File: src/rtl/demux_pkg.sv
// Shared constants and helpers for the buffered 1:2 demultiplexer.
// Channel encodings match the 'select' input.
package demux_pkg;

  localparam logic CH1 = 1'b0;
  localparam logic CH2 = 1'b1;

  // Minimum bits needed to index 'value' distinct items (value >= 2).
  function automatic int clog2(input int value);
    int result;
    result = 0;
    for (int v = value - 1; v > 0; v = v >> 1) begin
      result++;
    end
    return result;
  endfunction

endpackage

File: src/rtl/demux_fifo.sv
// Small synchronous FIFO with occupancy counter; head reads as zero when empty.
// Push while full and pop while empty are ignored internally.
module demux_fifo
  import demux_pkg::*;
#(
  parameter int size  = 32,
  parameter int depth = 2
) (
  input  logic            clk,
  input  logic            rst,
  input  logic            push,
  input  logic            pop,
  input  logic [size-1:0] din,
  output logic            full,
  output logic            empty,
  output logic [size-1:0] head
);

  localparam int ptr_w = clog2(depth);
  localparam int occ_w = clog2(depth + 1);

  logic [size-1:0]  mem_q [depth];
  logic [size-1:0]  mem_d [depth];
  logic [ptr_w-1:0] wr_ptr_q, wr_ptr_d;
  logic [ptr_w-1:0] rd_ptr_q, rd_ptr_d;
  logic [occ_w-1:0] occ_q, occ_d;
  logic             push_ok_s;
  logic             pop_ok_s;

  assign full      = (occ_q == occ_w'(depth));
  assign empty     = (occ_q == {occ_w{1'b0}});
  assign push_ok_s = push && !full;
  assign pop_ok_s  = pop && !empty;

  // Next-state: write at wr_ptr, advance pointers; depth is a power of two so pointers wrap naturally.
  always_comb begin
    mem_d    = mem_q;
    wr_ptr_d = wr_ptr_q;
    rd_ptr_d = rd_ptr_q;
    occ_d    = occ_q;
    if (push_ok_s) begin
      mem_d[wr_ptr_q] = din;
      wr_ptr_d        = wr_ptr_q + ptr_w'(1);
    end else begin
      wr_ptr_d = wr_ptr_q;
    end
    if (pop_ok_s) begin
      rd_ptr_d = rd_ptr_q + ptr_w'(1);
    end else begin
      rd_ptr_d = rd_ptr_q;
    end
    case ({push_ok_s, pop_ok_s})
      2'b10:   occ_d = occ_q + occ_w'(1);
      2'b01:   occ_d = occ_q - occ_w'(1);
      default: occ_d = occ_q;
    endcase
  end

  // State register with synchronous reset that discards all stored words.
  always_ff @(posedge clk) begin
    if (rst) begin
      for (int i = 0; i < depth; i++) begin
        mem_q[i] <= {size{1'b0}};
      end
      wr_ptr_q <= {ptr_w{1'b0}};
      rd_ptr_q <= {ptr_w{1'b0}};
      occ_q    <= {occ_w{1'b0}};
    end else begin
      for (int i = 0; i < depth; i++) begin
        mem_q[i] <= mem_d[i];
      end
      wr_ptr_q <= wr_ptr_d;
      rd_ptr_q <= rd_ptr_d;
      occ_q    <= occ_d;
    end
  end

  // Head word, forced to zero when nothing is stored.
  always_comb begin
    if (empty) begin
      head = {size{1'b0}};
    end else begin
      head = mem_q[rd_ptr_q];
    end
  end

endmodule

File: src/rtl/demux_1to2_buffered.sv
// Routes one valid/ready stream into two independently buffered output channels,
// with per-channel delivered-word counters.
module demux_1to2_buffered
  import demux_pkg::*;
#(
  parameter int size  = 32,
  parameter int depth = 2,
  parameter int cnt_w = 16
) (
  input  logic             clk,
  input  logic             rst,
  input  logic             in_valid,
  output logic             in_ready,
  input  logic             select,
  input  logic [size-1:0]  dato,
  output logic             out1_valid,
  input  logic             out1_ready,
  output logic [size-1:0]  salida1,
  output logic             out2_valid,
  input  logic             out2_ready,
  output logic [size-1:0]  salida2,
  output logic [cnt_w-1:0] count1,
  output logic [cnt_w-1:0] count2
);

  logic             full1_s, full2_s;
  logic             empty1_s, empty2_s;
  logic             sel_full_s;
  logic             push_s, push1_s, push2_s;
  logic             pop1_s, pop2_s;
  logic [cnt_w-1:0] count1_q, count1_d;
  logic [cnt_w-1:0] count2_q, count2_d;

  // Ready depends only on the selected FIFO, never on the consumers' ready.
  always_comb begin
    if (select == CH2) begin
      sel_full_s = full2_s;
    end else begin
      sel_full_s = full1_s;
    end
    in_ready = !sel_full_s && !rst;
  end

  assign push_s  = in_valid && in_ready;
  assign push1_s = push_s && (select == CH1);
  assign push2_s = push_s && (select == CH2);

  assign out1_valid = !empty1_s;
  assign out2_valid = !empty2_s;
  assign pop1_s     = out1_valid && out1_ready;
  assign pop2_s     = out2_valid && out2_ready;

  demux_fifo #(
    .size  (size),
    .depth (depth)
  ) u_fifo1 (
    .clk   (clk),
    .rst   (rst),
    .push  (push1_s),
    .pop   (pop1_s),
    .din   (dato),
    .full  (full1_s),
    .empty (empty1_s),
    .head  (salida1)
  );

  demux_fifo #(
    .size  (size),
    .depth (depth)
  ) u_fifo2 (
    .clk   (clk),
    .rst   (rst),
    .push  (push2_s),
    .pop   (pop2_s),
    .din   (dato),
    .full  (full2_s),
    .empty (empty2_s),
    .head  (salida2)
  );

  // Delivered-word counters wrap silently.
  always_comb begin
    count1_d = count1_q;
    count2_d = count2_q;
    if (pop1_s) begin
      count1_d = count1_q + cnt_w'(1);
    end else begin
      count1_d = count1_q;
    end
    if (pop2_s) begin
      count2_d = count2_q + cnt_w'(1);
    end else begin
      count2_d = count2_q;
    end
  end

  // Counter registers.
  always_ff @(posedge clk) begin
    if (rst) begin
      count1_q <= {cnt_w{1'b0}};
      count2_q <= {cnt_w{1'b0}};
    end else begin
      count1_q <= count1_d;
      count2_q <= count2_d;
    end
  end

  assign count1 = count1_q;
  assign count2 = count2_q;

endmodule
File: config.mk
export PLATFORM = sky130hd
export DESIGN_NAME = demux_1to2_buffered
export DESIGN_NICKNAME = d
export VERILOG_FILES = /design/src/rtl/demux_pkg.sv /design/src/rtl/demux_fifo.sv /design/src/rtl/demux_1to2_buffered.sv
export SDC_FILE = /design/constraint.sdc
export NUM_CORES = 1
export LEC_CHECK = 0
export CAP_MARGIN = 20
export CORE_UTILIZATION = 28
export CTS_CLUSTER_SIZE = 25
export DETAILED_ROUTE_END_ITERATION = 6
export GPL_ROUTABILITY_DRIVEN = 0
export PLACE_DENSITY = 0.55
export SYNTH_ARGS = -nofsm -noshare
export SYNTH_HDL_FRONTEND = slang
export SYNTH_SLANG_ARGS = --single-unit
File: constraint.sdc
create_clock -name clk -period 4.6 [get_ports clk]
set_input_delay 0.46 -clock clk [delete_from_list [all_inputs] [get_ports clk]]
set_output_delay 0.46 -clock clk [all_outputs]
set_load 0.03 [all_outputs]
==> load_flow_metrics.sql, run 1 <==
INSERT INTO impl_metrics (metric_group, metric, value, unit) VALUES
('outcome', 'outcome', 'complete, no violations', ''),
('sta', 'timing.final.max_slew_violations', '0', ''),
('clock_tree', 'clk_latency', '430', 'ps'),
('sta', 'period_needed', '2920', 'ps'),
('routing', 'post_drt_via_cell_ratio', '4.64', ''),
('sta', 'timing.setup.tns', '0', 'ps'),
('die', 'fp.dieArea', '0.0264', 'mm^2'),
('sta', 'fin_crit_sh', '63.4', '%'),
('sta', 'hold_violations', '0', ''),
('pwr', 'power_leakage', '2.98', 'nW'),
('die', 'cell_rows', '58', ''),
('global_routing', 'grt_first_pass_wirelength', '32300', 'um'),
('sta', 'timing.final.setup_violations', '0', ''),
('clock_tree', 'cts_root_buf', 'clkbuf_16', ''),
('worst_hold_path', 'min_delay_path_depth', '2', ''),
('worst_setup_path', 'max_stage_delay', '730', 'ps'),
('worst_setup_path', 'slowest_stage_cell_on_the_critical_path', 'nor2_4', ''),
('clock_tree', 'cts_tree', 'yes', ''),
('placement', 'place_hpwl', '12600', 'um'),
('placement', 'cell_total_after_placement', '1335', ''),
('clock_tree', 'clkSlewWorstSetupHoldPaths', '70', 'ps'),
('global_routing', 'globalRoute.totalOverflow', '0', ''),
('worst_setup_path', 'critPathKind', 'flop to output pin', ''),
('routing', 'totalWireLength', '20300', 'um'),
('worst_setup_path', 'r2r_cells', '7', ''),
('worst_setup_path', 'r2r_start', 'u_fifo2.occ_q[0]', ''),
('finish', 'num-fill-cells', '2627', ''),
('synthesis', 'synth_area', '0.00722', 'mm^2'),
('clock_tree', 'cts.sink_count', '168', ''),
('synthesis', 'postSynth.topFlopCell', 'dfxtp_1', ''),
('sta', 'worst_clock_skew', '9.29', 'ps'),
('finish', 'final_net_count', '1068', ''),
('die', 'die_width', '163', 'um'),
('placement', 'numPortBuffers', '136', ''),
('worst_setup_path', 'cp-start-kind', 'flop', ''),
('sta', 'grt_setup_unrepaired', 'false', ''),
('worst_hold_path', 'worstHoldPathType', 'flop to flop', ''),
('global_routing', 'global_route.usage.total', '15.7', '%'),
('finish', 'finish.utilization', '37.9', '%'),
('placement', 'place_ws', '1860', 'ps'),
('sta', 'fin_hold_ws', '452', 'ps'),
('worst_setup_path', 'required', '4140', 'ps'),
('routing', 'avgRoutedWirePerCell', '14.9', 'um'),
('synthesis', 'yosys_warnings', '0', ''),
('synthesis', 'yosysUniqueCellTypes', '39', ''),
('synthesis', 'synthCells', '921', ''),
('routing', 'overall_via_count_from_detail_route', '6356', ''),
('finish', 'area_growth', '32.4', '%'),
('finish', 'stdcell_area', '0.00957', 'mm^2'),
('die', 'start_util', '28.6', '%'),
('pwr', 'finalPower', '3.68', 'mW'),
('pwr', 'power_density_relative_to_cell_area', '384', 'mW/mm^2'),
('global_routing', 'initial_antenna_violation_count', '1', ''),
('die', 'floorplan.core_area', '0.0253', 'mm^2'),
('worst_setup_path', 'regToRegEndpoint', 'u_fifo2.occ_q[1]', ''),
('routing', 'detailedRoute.firstPassIterationCount', '4', ''),
('synthesis', 'syn_nets', '963', ''),
('clock_tree', 'h_tree_levels', '4', ''),
('synthesis', 'syn_avg_cell_area', '7.84', 'um^2'),
('clock_tree', 'clock_tree.buffer_depth', '2', ''),
('synthesis', 'synthesized_flop_and_latch_total', '168', ''),
('synthesis', 'async_flop_share', '0', '%'),
('routing', 'postRouteAntennaNets', '0', ''),
('synthesis', 'yosysSeqAreaShare', '46.6', '%'),
('global_routing', 'first_global_vias', '5900', ''),
('worst_hold_path', 'worstHoldStart', 'u_fifo1.mem_q[16]', ''),
('die', 'die_height', '163', 'um'),
('clock_tree', 'postCtsSetupBuffers', '0', ''),
('pwr', 'vdd_ir_drop_max', '190', 'uV'),
('worst_setup_path', 'r2r_setup_slack', '2060', 'ps'),
('clock_tree', 'cts_made_buffers', '17', '');
worst max-delay path: cells and delay by family, from the launching register on:
kind                   cells  cell delay, ps
DFF                        1             420
and+or+nand+nor            2             950
buffers and inverters      1             650
how the worst max path moves through the flow:
| stage | slack, ps | startpoint | end |
|---|---|---|---|
| after floorplan | 2540 | rst | u_fifo1.occ_q[1] |
| after global placement | 1840 | select | in_ready |
| after detailed placement | 1860 | select | in_ready |
| after CTS | 1440 | u_fifo1.rd_ptr_q | salida1[21] |
| after global routing | 1460 | u_fifo2.occ_q[0] | out2_valid |
| final | 1680 | u_fifo2.occ_q[0] | salida2[31] |
metal layers:
metal	track usage (%)	share of wire, %
met1	20.4	48
met2	25.3	45
met3	4.58	5.9
met4	3.82	0.89
met5	0	0
logic make-up (layout without fill, tap and decap cells):
group,Yosys count,count (layout),synth area share [%]
compound gates,162,162,11.9
flops,168,168,46.6
simple gates,425,425,24.8
buf+inv,72,189,4.07
mux,64,64,8.87
xor+xnor,26,26,3.15
fa+ha+maj,4,4,0.693
other cells,0,1,0
state kept, by name (all words and copies together), names as in the netlist:
name and flops:
u_fifo1.wr_ptr_q 1, u_fifo1.rd_ptr_q 1, count2 16, u_fifo1.mem_q 64
count1 16, u_fifo1.occ_q 2, u_fifo2.occ_q 2, u_fifo2.wr_ptr_q 1
u_fifo2.rd_ptr_q 1, u_fifo2.mem_q 64
Yosys cell counts, types with 2 or more instances:
cell / n / share of area [%]
a21oi_1: 144 / 10
and4_1: 2 / 0.24
buf_2: 16 / 1.1
clkbuf_1: 44 / 2.3
dfxtp_1: 168 / 47
ha_1: 4 / 0.69
inv_1: 10 / 0.52
mux2i_1: 64 / 8.9
nand2_1: 270 / 14
nand2b_1: 2 / 0.17
nand3_1: 12 / 0.83
nand4_1: 7 / 0.61
nand4b_1: 3 / 0.36
nor2_1: 93 / 4.8
nor2b_1: 3 / 0.26
nor3_1: 4 / 0.28
nor4_1: 6 / 0.52
nor4b_2: 2 / 0.42
o211ai_2: 2 / 0.35
o21ai_0: 9 / 0.62
o31ai_1: 2 / 0.21
or3_1: 10 / 0.87
or4_1: 4 / 0.42
xnor2_1: 13 / 1.6
xor2_1: 13 / 1.6
final cells by class:
cell class              count  area [um^2]  share of cell area, %
multi-input cells         681         3610                   37.7
flip-flops and latches    168         3370                   35.2
repair buffers            148         1470                   15.4
clock buffers              19          443                   4.63
well taps                 330          413                   4.32
clock inverters            12          223                   2.33
inverters                  10         37.5                  0.392
diodes                      1         2.50                 0.0262
layout by cell type, fill, tap and decap left out, drive strengths merged, types with 2 or more instances in the layout:
| master | count |
|---|---|
| mux2i | 64 |
| o2111ai | 2 |
| o21ai | 9 |
| nand4b | 3 |
| nor4 | 7 |
| o211ai | 2 |
| nor2b | 3 |
| a21oi | 144 |
| or3 | 10 |
| nand3 | 13 |
| inv | 11 |
| nor3 | 4 |
| dfxtp | 168 |
| xor2 | 13 |
| clkbuf | 19 |
| ha | 4 |
| nor4b | 2 |
| nand2 | 270 |
| or4 | 5 |
| clkinv | 4 |
| and4 | 2 |
| clkdlybuf4s50 | 135 |
| nor2 | 93 |
| nand4 | 8 |
| buf | 13 |
| nand2b | 2 |
| o31ai | 2 |
| xnor2 | 13 |
| bufinv | 6 |
where the power goes:
part | switching (mW) | total (mW) | leakage, nW | internal, mW
clock network | 0.605 | 1.64 | 0.325 | 1.03
logic | 0.300 | 0.481 | 1.29 | 0.181
registers | 0.0634 | 1.56 | 1.36 | 1.50
(Power assumes the default switching activity.)
==> inputs of run 2 (changes only) <==
==> constraint.sdc (replaced) <==
create_clock -name clk -period 2.7 [get_ports clk]
set_input_delay 0.27 -clock clk [delete_from_list [all_inputs] [get_ports clk]]
set_output_delay 0.27 -clock clk [all_outputs]
set_load 0.03 [all_outputs]
==> load_flow_metrics.sql, run 2 (same netlist as run 1, synthesis figures left out) <==
INSERT INTO impl_metrics (metric_group, metric, value, unit) VALUES
('routing', 'detailedRoute.firstPassIterationCount', '5', ''),
('die', 'pin_count', '137', ''),
('finish', 'post_route_cells_drive_above_1_share', '6.40', '%'),
('finish', 'area_growth', '32.0', '%'),
('sta', 'grt_setup_unrepaired', 'false', ''),
('outcome', 'outcome', 'complete, no violations', ''),
('die', 'fp.dieArea', '0.0264', 'mm^2'),
('worst_setup_path', 'slowest_stage_cell_on_the_critical_path', 'clkdlybuf4s50_1', ''),
('routing', 'met2_length', '9190', 'um'),
('routing', 'overall_via_count_from_detail_route', '6355', ''),
('placement', 'place_ws', '408', 'ps'),
('routing', 'post_drt_via_cell_ratio', '4.62', ''),
('finish', 'layout.cells.most_common_list', 'nand2_1 (270), dfxtp_1 (166), a21oi_1 (144)', ''),
('die', 'die_width', '163', 'um'),
('routing', 'top_signal_layer_used', 'met4', ''),
('worst_setup_path', 'path_buf_inv', '2', ''),
('routing', 'drc', '0', ''),
('routing', 'wl_met1', '9930', 'um'),
('worst_hold_path', 'worstHoldPathType', 'input pin to flop', ''),
('finish', 'finish.utilization', '37.8', '%'),
('global_routing', 'global_route.usage.total', '15.7', '%'),
('sta', 'worst_clock_skew', '10.2', 'ps'),
('clock_tree', 'post_cts_resized', '0', ''),
('sta', 'worst-slew-pin-transition', '713', 'ps'),
('sta', 'maxSlewHeadroom', '52.5', '%'),
('sta', 'timing.setup.tns', '0', 'ps'),
('die', 'start_util', '28.6', '%'),
('die', 'cell_rows', '58', ''),
('routing', 'totalWireLength', '20400', 'um'),
('sta', 'clock.fmax', '390', 'MHz'),
('worst_setup_path', 'cp-start-kind', 'flop', ''),
('flow_run', 'max-cap-violations', '0', ''),
('routing', 'avgRoutedWirePerCell', '14.8', 'um'),
('finish', 'largest_registers', 'u_fifo1.mem_q (64), u_fifo2.mem_q (64)', ''),
('sta', 'setup_slack', '136', 'ps'),
('worst_setup_path', 'required', '2430', 'ps'),
('global_routing', 'grt_first_pass_wirelength', '32600', 'um'),
('clock_tree', 'cts.sink_count', '168', ''),
('finish', 'layout.cells.non_filler', '1377', ''),
('routing', 'met3_length', '1120', 'um'),
('sta', 'fin_hold_ws', '178', 'ps'),
('worst_setup_path', 'path_max_fanout', '11', ''),
('finish', 'stdcell_area', '0.00954', 'mm^2'),
('pwr', 'power_leakage', '2.97', 'nW'),
('sta', 'timing.final.setup_violations', '0', ''),
('global_routing', 'largest_net_degree_at_the_start_of_global_routing', '157', ''),
('finish', 'num_antenna_cells', '0', ''),
('die', 'die_height', '163', 'um'),
('clock_tree', 'cts_root_buf', 'clkbuf_16', ''),
('worst_setup_path', 'critPathCaptureType', 'output pin', ''),
('clock_tree', 'cts_made_buffers', '17', ''),
('clock_tree', 'h_tree_levels', '4', ''),
('worst_setup_path', 'cp_delay_by_family_top', 'buffers and inverters', ''),
('worst_hold_path', 'min_delay_path_depth', '2', ''),
('finish', 'final_net_count', '1076', ''),
('clock_tree', 'clock_tree.buffer_depth', '2', ''),
('placement', 'numPortBuffers', '136', ''),
('global_routing', 'first_global_vias', '5997', ''),
('worst_setup_path', 'cp_num_cells', '4', ''),
('worst_setup_path', 'critPathKind', 'flop to output pin', ''),
('worst_setup_path', 'critical_path.cell_chain', 'buf_4 -> mux2i_1 -> nor2_1 -> clkdlybuf4s50_1', ''),
('die', 'floorplan.core_area', '0.0253', 'mm^2'),
('sta', 'fin_crit_sh', '95.0', '%'),
('routing', 'postRouteAntennaNets', '0', ''),
('placement', 'cell_total_after_placement', '1341', ''),
('placement', 'postPlaceCellArea', '0.00893', 'mm^2'),
('routing', 'first_iter_violations', '351', ''),
('clock_tree', 'clkSlewWorstSetupHoldPaths', '60', 'ps'),
('finish', 'mostFrequentLayoutCell', 'nand2_1', ''),
('clock_tree', 'cts_tree', 'yes', ''),
('pwr', 'power_density_relative_to_cell_area', '621', 'mW/mm^2'),
('worst_setup_path', 'max_stage_delay', '720', 'ps'),
('worst_setup_path', 'wp_data_arrival', '2290', 'ps'),
('global_routing', 'globalRoute.totalOverflow', '0', ''),
('clock_tree', 'clk_latency', '420', 'ps'),
('sta', 'timing.final.max_slew_violations', '0', ''),
('worst_setup_path', 'r2r_cells', '8', ''),
('placement', 'place_hpwl', '12800', 'um'),
('sta', 'period_needed', '2560', 'ps'),
('pwr', 'vdd_ir_drop_max', '308', 'uV'),
('global_routing', 'initial_antenna_violation_count', '0', ''),
('sta', 'hold_violations', '0', ''),
('pwr', 'finalPower', '5.92', 'mW');
==> run 2: changes by cell type in the layout (fill, tap and decap cells not counted), sizes merged <==
cell      previous run  this run
diode                1         0
clkinvlp             1         2
clkbuf              19        23
clkinv               4         5
bufinv               6         1
buf                 13        21
==> run 2: metal layers <==
| layer | GRT usage (%) | vias to the layer above |
|---|---|---|
| li1 | - | 3284 |
| met1 | 21.0 | 2943 |
| met2 | 24.6 | 118 |
| met3 | 4.89 | 10 |
| met4 | 3.44 | 0 |
| met5 | 0 | - |
==> run 2: repair_timing <==
action | in CTS | in global routing
hold buffers | 0 | 0
setup buffers | 0 | 4
endpoints found under the setup margin | 0 | 16
==> run 2: final cells by class <==
cell class | instances | area [um^2]
clock inverters | 9 | 90.1
fillers | 2664 | 15700
flip-flops and latches | 168 | 3370
repair buffers | 156 | 1530
well taps | 330 | 413
clock buffers | 23 | 488
multi-input cells | 681 | 3610
inverters | 10 | 37.5
==> run 2: final timing paths <==
| kind | startpoint | to | slack, ps |
|---|---|---|---|
| setup / recovery | u_fifo2.rd_ptr_q | salida2[29] | 140 |
| setup reg to reg | u_fifo2.occ_q[1] | u_fifo2.occ_q[1] | 670 |
| hold reg to reg | u_fifo1.mem_q[63] | u_fifo1.mem_q[63] | 450 |
| hold / removal | rst | u_fifo1.mem_q[62] | 180 |
==> run 2: where the power goes <==
part	total [mW]	switching, mW	internal [mW]
combinational	0.904	0.557	0.347
sequential	2.64	0.0876	2.55
clock	2.38	1.01	1.37
total	5.92	1.65	4.27
